<file path="config.mk">
export PLATFORM = sky130hd
export DESIGN_NAME = mul_share_arbiter
export DESIGN_NICKNAME = d
export VERILOG_FILES = /design/src/rtl/mul_share_arbiter.sv
export SDC_FILE = /design/constraint.sdc
export NUM_CORES = 1
export LEC_CHECK = 0
export ABC_AREA = 1
export BUFFER_PORTS_ARGS = -buffer_cell sky130_fd_sc_hd__buf_2
export CAP_MARGIN = 30
export CORE_MARGIN = 2
export CORE_UTILIZATION = 49
export DETAILED_ROUTE_END_ITERATION = 16
export GPL_TIMING_DRIVEN = 0
export PLACE_DENSITY = 0.76
export SLEW_MARGIN = 20
export SYNTH_ARGS = -nofsm -noshare
export SYNTH_HDL_FRONTEND = slang
export SYNTH_SLANG_ARGS = --single-unit
</file>
<file path="constraint.sdc">
create_clock -name clk -period 1.8 [get_ports clk]
set_input_delay 0.09 -clock clk [delete_from_list [all_inputs] [get_ports clk]]
set_output_delay 0.09 -clock clk [all_outputs]
set_load 0.005 [all_outputs]
</file>
<file path="src/rtl/mul_share_arbiter.sv">
`default_nettype none
// ============================================================================
// mul_share_arbiter : round-robin sharing of one start/valid/busy multiplier
// among N_REQ requesters. Optional watchdog: define MUL_ARB_WATCHDOG_EN.
// Revision: 1.0
// ============================================================================
module mul_share_arbiter #(
  parameter int N_REQ   = 4,
  parameter int WIDTH   = 32,
  parameter int TIMEOUT = 64
) (
  input  logic                     clk,
  input  logic                     reset,
  input  logic [N_REQ-1:0]         req_start,
  input  logic [N_REQ*WIDTH-1:0]   req_a,
  input  logic [N_REQ*WIDTH-1:0]   req_b,
  output logic [N_REQ-1:0]         req_busy,
  output logic [N_REQ-1:0]         req_valid,
  output logic                     req_err,
  output logic [WIDTH-1:0]         res,
  output logic [WIDTH-1:0]         unit_a,
  output logic [WIDTH-1:0]         unit_b,
  output logic                     unit_start,
  input  logic                     unit_valid,
  input  logic                     unit_busy,
  input  logic [WIDTH-1:0]         unit_res
);

  localparam int IDXW = $clog2(N_REQ);

  if (N_REQ < 2 || N_REQ > 8 || TIMEOUT < 1) begin : g_param_check
    $error("mul_share_arbiter: parameter out of range");
  end

  typedef enum logic [1:0] {
    IDLE  = 2'd0,
    ISSUE = 2'd1,
    WAIT  = 2'd2
  } state_t;

  state_t            state;
  state_t            state_nxt;
  logic [N_REQ-1:0]  pending;
  logic [IDXW-1:0]   owner;
  logic [IDXW-1:0]   rr_ptr;
  logic [WIDTH-1:0]  op_a [N_REQ];
  logic [WIDTH-1:0]  op_b [N_REQ];

  logic              grant_found;
  logic [IDXW-1:0]   grant_idx;
  logic [IDXW:0]     scan_sum;
  logic [IDXW-1:0]   scan_idx;
  logic              grant;
  logic              done_ok;
  logic              timeout;
  logic              finish;
  logic [N_REQ-1:0]  accept;
  logic [N_REQ-1:0]  grant_mask;
  logic [N_REQ-1:0]  owner_mask;

  // First pending requester at or after rr_ptr, wrapping past N_REQ-1
  always_comb begin
    grant_found = 1'b0;
    grant_idx   = '0;
    scan_sum    = '0;
    scan_idx    = '0;
    for (int k = 0; k < N_REQ; k++) begin
      scan_sum = {1'b0, rr_ptr} + (IDXW+1)'(k);
      if (scan_sum >= (IDXW+1)'(N_REQ)) begin
        scan_sum = scan_sum - (IDXW+1)'(N_REQ);
      end
      scan_idx = scan_sum[IDXW-1:0];
      if (!grant_found && pending[scan_idx]) begin
        grant_found = 1'b1;
        grant_idx   = scan_idx;
      end
    end
  end

  assign grant      = (state == IDLE) && grant_found && !unit_busy;
  assign done_ok    = (state == WAIT) && unit_valid;
  assign finish     = done_ok || timeout;
  assign accept     = req_start & ~req_busy;
  assign grant_mask = grant ? (N_REQ'(1) << grant_idx) : '0;
  assign owner_mask = N_REQ'(1) << owner;

`ifdef MUL_ARB_WATCHDOG_EN
  localparam int CW = $clog2(TIMEOUT + 1);
  logic [CW-1:0] wd_cnt;

  always_ff @(posedge clk or negedge reset) begin
    if (!reset) begin
      wd_cnt <= '0;
    end else if (state == WAIT) begin
      wd_cnt <= wd_cnt + CW'(1);
    end else begin
      wd_cnt <= '0;
    end
  end

  // Fires on the TIMEOUT-th WAIT cycle; a real result in that cycle still wins
  assign timeout = (state == WAIT) && !unit_valid && (wd_cnt == CW'(TIMEOUT - 1));
`else
  assign timeout = 1'b0;
`endif

  always_comb begin
    state_nxt  = state;
    unit_start = 1'b0;
    case (state)
      IDLE:    if (grant) state_nxt = ISSUE;
      ISSUE: begin
        unit_start = 1'b1;
        state_nxt  = WAIT;
      end
      WAIT:    if (finish) state_nxt = IDLE;
      default: state_nxt = IDLE;
    endcase
  end

  always_comb begin
    for (int i = 0; i < N_REQ; i++) begin
      req_busy[i] = pending[i] || ((state != IDLE) && (owner == IDXW'(i)));
    end
  end

  for (genvar i = 0; i < N_REQ; i++) begin : g_req
    always_ff @(posedge clk or negedge reset) begin
      if (!reset) begin
        op_a[i] <= '0;
        op_b[i] <= '0;
      end else if (accept[i]) begin
        op_a[i] <= req_a[i*WIDTH +: WIDTH];
        op_b[i] <= req_b[i*WIDTH +: WIDTH];
      end
    end
  end

  always_ff @(posedge clk or negedge reset) begin
    if (!reset) begin
      state     <= IDLE;
      pending   <= '0;
      owner     <= '0;
      rr_ptr    <= '0;
      unit_a    <= '0;
      unit_b    <= '0;
      res       <= '0;
      req_valid <= '0;
      req_err   <= 1'b0;
    end else begin
      state   <= state_nxt;
      pending <= (pending & ~grant_mask) | accept;
      if (grant) begin
        owner  <= grant_idx;
        unit_a <= op_a[grant_idx];
        unit_b <= op_b[grant_idx];
      end
      if (done_ok) begin
        res <= unit_res;
      end else if (timeout) begin
        res <= '0;
      end
      if (finish) begin
        rr_ptr <= (owner == IDXW'(N_REQ - 1)) ? '0 : owner + IDXW'(1);
      end
      req_valid <= finish ? owner_mask : '0;
      req_err   <= timeout;
    end
  end

endmodule
`default_nettype wire

</file>
==> qor.txt, run 1 <==
CTS tree - done
Unrepaired setup endpoints after global routing - true
End of the worst register-to-register path - unit_a[24]
Worst min-delay path category - in -> async
Failing checks - negative setup slack
Iter 0 DRT Violations - 1599
Vias per cell - 5.439
Clock buffer depth - 3
Top cell type by total area after synthesis - dfrtp_1
Vias in the first global route - 18000
FMAX - 438.4 MHz
Mapped Area - 16300 um2
Post-synthesis register bit count - 366
Most frequent cells after synthesis - 490 x nand2_1, 366 x dfrtp_1, 263 x inv_1
Placed cells - 2870
Top-count cell post-synth - nand2_1
Setup ws final - -0.4808 ns
Pre-CTS setup slack - -0.7502 ns
GRT Util Overall - 35.78%
Status - complete, but fails checks
Nets - 3095
Syn. warnings - 0
Global-route wire length before repair - 97150 um
Post-route cell area - 24750 um2
Share of post-route cells with drive strength above 1 - 26.96%
Synth area leaders - dfrtp_1 56%, nand2_1 11%, a21oi_1 7.6%
Root Driver - clkbuf_16
Post-DP HPWL - 38670 um
WP data required - 2.26 ns
Post-synthesis async set-or-reset flop share - 100.0%
Fill cell count - 2154
Reg2reg path depth - 15
Cell Area, Placed - 19110 um2
EDFF count, synth - 0
Worst-path fanout max - 10
H-tree depth - 2
Total CTS buffers - 39
Largest net degree at the start of global routing - 91
Synth Flop Type - dfrtp_1
R2R Path Start - rr_ptr[0]
Routed WL - 65960 um
Initial antenna violation count - 4
Min cycle time layout - 2.281 ns
CTS sink cnt - 366
Final setup viols - 128
Total gr overflow - 0
Arrival time at the worst endpoint - 2.74 ns
DRC viols - 0
Total number of vias - 17800
Cell Rows - 66
1st-pass router iterations - 6
Slew Limit Fails - 0
Period Utilization, post-route - 126.7%
PwrDens - 2014 nW/um2
CP Capture Type - flip-flop
Sequential area share after synthesis - 56.18%
Core Util, Final - 75.86%
Final count of hold timing violations - 0
Final Skew - 0.01111 ns
Max cap viols - 0
Die Height - 186.4 um
Top cell type's share of synthesized area - 56.18%
Avg Inst Size Synth - 8.055 um2
Number of nets with antenna violations after routing - 0
Multi-input gate area in the final layout - 6111 um2
Register-to-register setup slack - -0.48 ns
Yosys cell types - 28
Synth-to-Final Area Change - 51.78%
Die area - 34750 um2
Post-Syn Nets - 2324
Leakage power - 13.11 nW
Gpl congestion - 0.8854
Kind of critical path - reg -> reg
Worst-path clk slew - 0.06 ns
Core footprint - 32620 um2
DIE WIDTH - 186.4 um
Fin cells - 3273
Worst skew pair latency - 0.53 ns
Initial core utilization - 49.98%
Port buffer count - 400
Post-synthesis cell count - 2024
I/O pin count - 402
Startpoint types - flip-flop
Maximum VDD drop - 1.234 mV
FF/Latch Area - 9160 um2
Routed len/inst - 20.15 um
==> flip-flops by register name, indices dropped and copies added, names as in the netlist <==
| signal | flops |
|---|---|
| pending | 4 |
| owner | 2 |
| rr_ptr | 2 |
| op_b | 128 |
| res | 32 |
| op_a | 128 |
| unit_b | 32 |
| req_valid | 4 |
| unit_a | 32 |
| state | 2 |
==> what timing repair did <==
| item | CTS | global route |
|---|---|---|
| setup endpoints to repair | 356 | 358 |
| pin swaps | 4 | 64 |
| hold endpoints to repair | 381 | 0 |
| hold buffers | 292 | 0 |
| buffers inserted | 8 | 18 |
| resized for setup | 136 | 198 |
| cloned | 1 | 8 |
==> per-stage QoR <==
step / hold slack [ns] / TNS, ns / power [W]
global placement: 0.2908 / -2524.57 / 0.03356
detailed placement: 0.08273 / -192.52 / 0.03426
CTS: 0.1218 / -21.77 / 0.04477
floorplan: -0.2056 / -0.4139 / 0.02698
global route: 0.1054 / -43.55 / 0.05243
finish: 0.07317 / -32.38 / 0.04982
==> power by group <==
| group | internal (W) | total (W) | switching [W] | leakage (nW) |
|---|---|---|---|---|
| Combinational | 0.0107 | 0.0272 | 0.0165 | 8.30 |
| Sequential | 0.0122 | 0.0138 | 0.00161 | 4.11 |
| Clock | 0.00539 | 0.00886 | 0.00347 | 0.694 |
| Total | 0.0282 | 0.0498 | 0.0216 | 13.1 |
==> cells by family (layout without fill, tap and decap cells) <==
kind of cell | Yosys count | count (layout) | synth area share (%)
other | 1 | 6 | 0.02300
and+or+nand+nor | 999 | 1000 | 25.24
adders and majority gates | 4 | 4 | 0.3070
DFF | 366 | 366 | 56.18
muxes | 9 | 9 | 0.6217
AOI/OAI and AO/OA | 258 | 258 | 7.989
buffers and inverters | 387 | 1188 | 9.639
==> critical path, cell delays in order (launching register included) <==
cell and delay (ns):
dfrtp_1 0.41, buf_6 0.15, buf_6 0.13, nand2_2 0.05
nand2_2 0.07, nand2_4 0.09, nand2_4 0.05, nor2_4 0.13
nand3_4 0.18, o21ai_4 0.25, buf_12 0.15, nand2_4 0.08
clkinv_8 0.09, buf_8 0.15, nand3_1 0.12, nand3_1 0.10
==> worst max-delay path by stage <==
stage	slack (ns)	startpoint	end
after floorplan	-0.02	rr_ptr[1]	unit_a[30]
after global placement	-6.45	reset	op_b[14]
after CTS	-0.33	rr_ptr[0]	unit_a[8]
after detailed placement	-0.75	owner[0]	op_a[45]
final	-0.48	rr_ptr[0]	unit_a[24]
after global routing	-0.58	rr_ptr[0]	unit_a[24]
==> cells in the final DEF, fill, tap and decap left out, types with 10 or more instances in the layout <==
| cell | instances |
|---|---|
| buf_6 | 10 |
| clkbuf_1 | 13 |
| nor2_1 | 250 |
| nand2_2 | 49 |
| clkbuf_8 | 12 |
| buf_12 | 14 |
| buf_8 | 10 |
| clkbuf_2 | 26 |
| buf_2 | 416 |
| dlygate4sd3_1 | 292 |
| nand3_1 | 189 |
| nand3_2 | 42 |
| inv_1 | 261 |
| clkbuf_4 | 21 |
| dfrtp_1 | 365 |
| a21oi_1 | 246 |
| clkbuf_16 | 46 |
| buf_4 | 38 |
| nand2_4 | 11 |
| nand2_1 | 434 |
==> cell type report <==
class,instances,share of cell area [%]
Sequential cell,366,37.02
Multi-Input combinational cell,1272,24.70
Timing Repair Buffer,730,22.18
Clock buffer,55,4.551
Inverter,269,4.207
Buffer,117,3.964
Tap cell,442,2.235
Clock inverter,17,1.097
Antenna cell,5,0.05056
==> metal layers <==
| layer | vias to the layer above | track usage, % | wire length [um] |
|---|---|---|---|
| li1 | 7829 | - | - |
| met5 | - | 0 | 0 |
| met3 | 244 | 6.244 | 5981 |
| met4 | 0 | 16.71 | 3471 |
| met1 | 8547 | 45.06 | 24580 |
| met2 | 1183 | 60.33 | 31930 |
Power figures use the tool's default switching activity.
==> run 2: changes to the inputs <==
==> constraint.sdc (replaced) <==
create_clock -name clk -period 1.8 [get_ports clk]
set_input_delay 0.45 -clock clk [delete_from_list [all_inputs] [get_ports clk]]
set_output_delay 0.45 -clock clk [all_outputs]
set_load 0.005 [all_outputs]
==> qor.txt, run 2 (synthesis gave the netlist of run 1 again) <==
GRT Util Overall - 30.58% (-5.2 points)
Post-route cell area - 22050 um2 (-11%)
Final Skew - 0.01185 ns (+0.0007462 ns)
Startpoint types - flip-flop
Post-DP HPWL - 38670 um (unchanged)
Failing checks - negative hold slack, negative setup slack
Vias per cell - 5.356 (-1.5%)
Share of post-route cells with drive strength above 1 - 31.00% (+4.0 points)
NetSw - 0.02139 W (-0.94%)
Global-route wire length before repair - 82720 um (-15%)
DRC viols - 0 (unchanged)
Total number of vias - 16000 (-10%)
Root Driver - clkbuf_16
Clock buffer depth - 3 (unchanged)
Worst skew pair latency - 0.53 ns (about the same)
Slew Limit Fails - 0 (unchanged)
Pint - 0.02856 W (+1.2%)
Status - complete, but fails checks
Core footprint - 32620 um2 (unchanged)
Comb power frac - 55.0% (+0.4 points)
CP Capture Type - flip-flop
Post-route setup TNS - -31.50 ns (+0.8769 ns)
Gpl congestion - 0.8854 (unchanged)
Die area - 34750 um2 (unchanged)
Routed len/inst - 19.16 um (-4.9%)
Routed WL - 57240 um (-13%)
Most frequent cells in the layout - 422 x nand2_1, 416 x buf_2, 363 x dfrtp_1, 258 x inv_1, 253 x nor2_1
Worst min-delay path category - in -> async
1st-pass router iterations - 6 (unchanged)
Final setup viols - 99 (-23%)
Fill cell count - 2659 (+23%)
Number of nets with antenna violations after routing - 0 (unchanged)
Largest net degree at the start of global routing - 91 (unchanged)
WP data required - 2.27 ns (about the same)
CTS sink cnt - 366 (unchanged)
Unrepaired setup endpoints after global routing - true
Initial antenna violation count - 7 (+3)
Maximum VDD drop - 1.235 mV (about the same)
Cell Area, Placed - 19110 um2 (unchanged)
Leakage power - 12.01 nW (-8.4%)
Cell Rows - 66 (unchanged)
FMAX - 428.8 MHz (-2.2%)
Max cap viols - 0 (unchanged)
Iter 0 DRT Violations - 1151 (-28%)
Final count of hold timing violations - 70 (+70)
Total gr overflow - 0 (unchanged)
Worst-path clk slew - 0.06 ns (about the same)
CTS tree - done
Leading cell type in the layout, fill and taps excluded - nand2_1
H-tree depth - 2 (unchanged)
Worst-path fanout max - 6 (-4)
PwrDens - 2266 nW/um2 (+13%)
Total CTS buffers - 39 (unchanged)
Period Utilization, post-route - 129.6% (+2.8 points)
Sw Share - 42.81% (-0.51 points)
Initial core utilization - 49.98% (unchanged)
Vias in the first global route - 15450 (-14%)
Hold WS - -0.1309 ns (-0.2040 ns)
Nets - 2811 (-9.2%)
Arrival time at the worst endpoint - 2.80 ns (+0.06 ns)
I/O pin count - 402 (unchanged)
Synth-to-Final Area Change - 35.23%
Sequential power share - 27.4% (-0.2 points)
Biggest regs - op_a: 128 flops, op_b: 128 flops
Max-slew headroom - 63.77%
Kind of critical path - reg -> reg
Clk pwr share - 17.6% (-0.2 points)
Setup ws final - -0.5320 ns (-0.05118 ns)
DIE WIDTH - 186.4 um (unchanged)
Port buffer count - 400 (unchanged)
Worst-Margin Slew - 0.5434 ns
Min cycle time layout - 2.332 ns (+0.05118 ns)
Die Height - 186.4 um (unchanged)
run 2: cell types whose count changed in the layout (fill, tap and decap cells not counted), moves of 6 or more:
cell           before  now
buf_6              10   17
nand3_1           189  183
dlygate4sd3_1     292    0
nand3_2            42   48
nand2_4            11   18
nand2_1           434  422
run 2: worst paths after layout:
check,end,depth (start not counted),from,slack (ns)
min in group clk,res[9],3,unit_res[9],0.12
max reg2reg,unit_b[9],17,rr_ptr[0],-0.53
min reg2reg,res[16],2,res[16],0.47
max in group asynchronous,op_b[18],4,reset,0.34
max,unit_b[9],17,rr_ptr[0],-0.53
min,op_a[17],1,reset,-0.13
run 2: timing repair:
| item | CTS | global route |
|---|---|---|
| hold endpoints to repair | 70 | 70 |
| setup buffers | 8 | 23 |
| pin swaps | 4 | 70 |
| setup endpoints to repair | 360 | 298 |
| resized for setup | 137 | 221 |
| cloned | 1 | 11 |
run 2: through the flow:
| step | setup WS (ns) | power [W] | hold WS, ns | std cells | util, % |
|---|---|---|---|---|---|
| after detailed placement | -0.7502 | 0.03426 | 0.4427 | 2870 | 58.58 |
| after floorplan | -0.01507 | 0.02698 | 0.1544 | 2024 | - |
| after CTS | -0.3311 | 0.04427 | -0.1130 | 2950 | 64.02 |
| after global placement | -6.809 | 0.03356 | 0.4515 | 2866 | 58.21 |
| after global routing | -0.5999 | 0.05289 | -0.08241 | 2987 | 67.59 |
| final | -0.5320 | 0.04995 | -0.1309 | 2987 | 67.59 |
run 2: routing by layer:
layer	global-route usage (%)	vias to the layer above	share of wire, %
met5	0	-	0.075
met4	12.09	8	4.5
met3	5.755	155	9.1
met2	50.03	820	47
met1	40.44	7763	40
li1	-	7251	-
run 2: power by group through the flow:
stage                     Clock (W)  Combinational (W)  Sequential, W
after CTS                   0.00886             0.0218         0.0136
after global routing        0.00920             0.0297         0.0140
after floorplan                   0             0.0135         0.0135
after global placement            0             0.0200         0.0136
after detailed placement          0             0.0206         0.0137
final                       0.00880             0.0275         0.0137
run 2: layout make-up:
type	count	area [um2]	area share (%)
Timing Repair Buffer	446	2674	12.13
Buffer	117	978.4	4.438
Clock inverter	17	271.5	1.232
Tap cell	442	553.0	2.509
Inverter	269	1036	4.699
Clock buffer	55	1126	5.108
Antenna cell	3	7.507	0.03405
Sequential cell	366	9163	41.56
Multi-Input combinational cell	1272	6237	28.29
run 2: worst max-delay path, stage by stage, from the launching register on:
cell	delay, ns
dfrtp_1	0.41
buf_6	0.15
buf_6	0.13
nand2_2	0.06
nand2_2	0.08
nand2_4	0.10
nand2_4	0.05
nor2_4	0.13
nand3_4	0.17
nand2_8	0.15
nand2_8	0.10
clkbuf_16	0.20
clkbuf_16	0.18
nand2_1	0.09
nand3_1	0.09
nand2_1	0.08
nand2_1	0.05
nand2_1	0.06
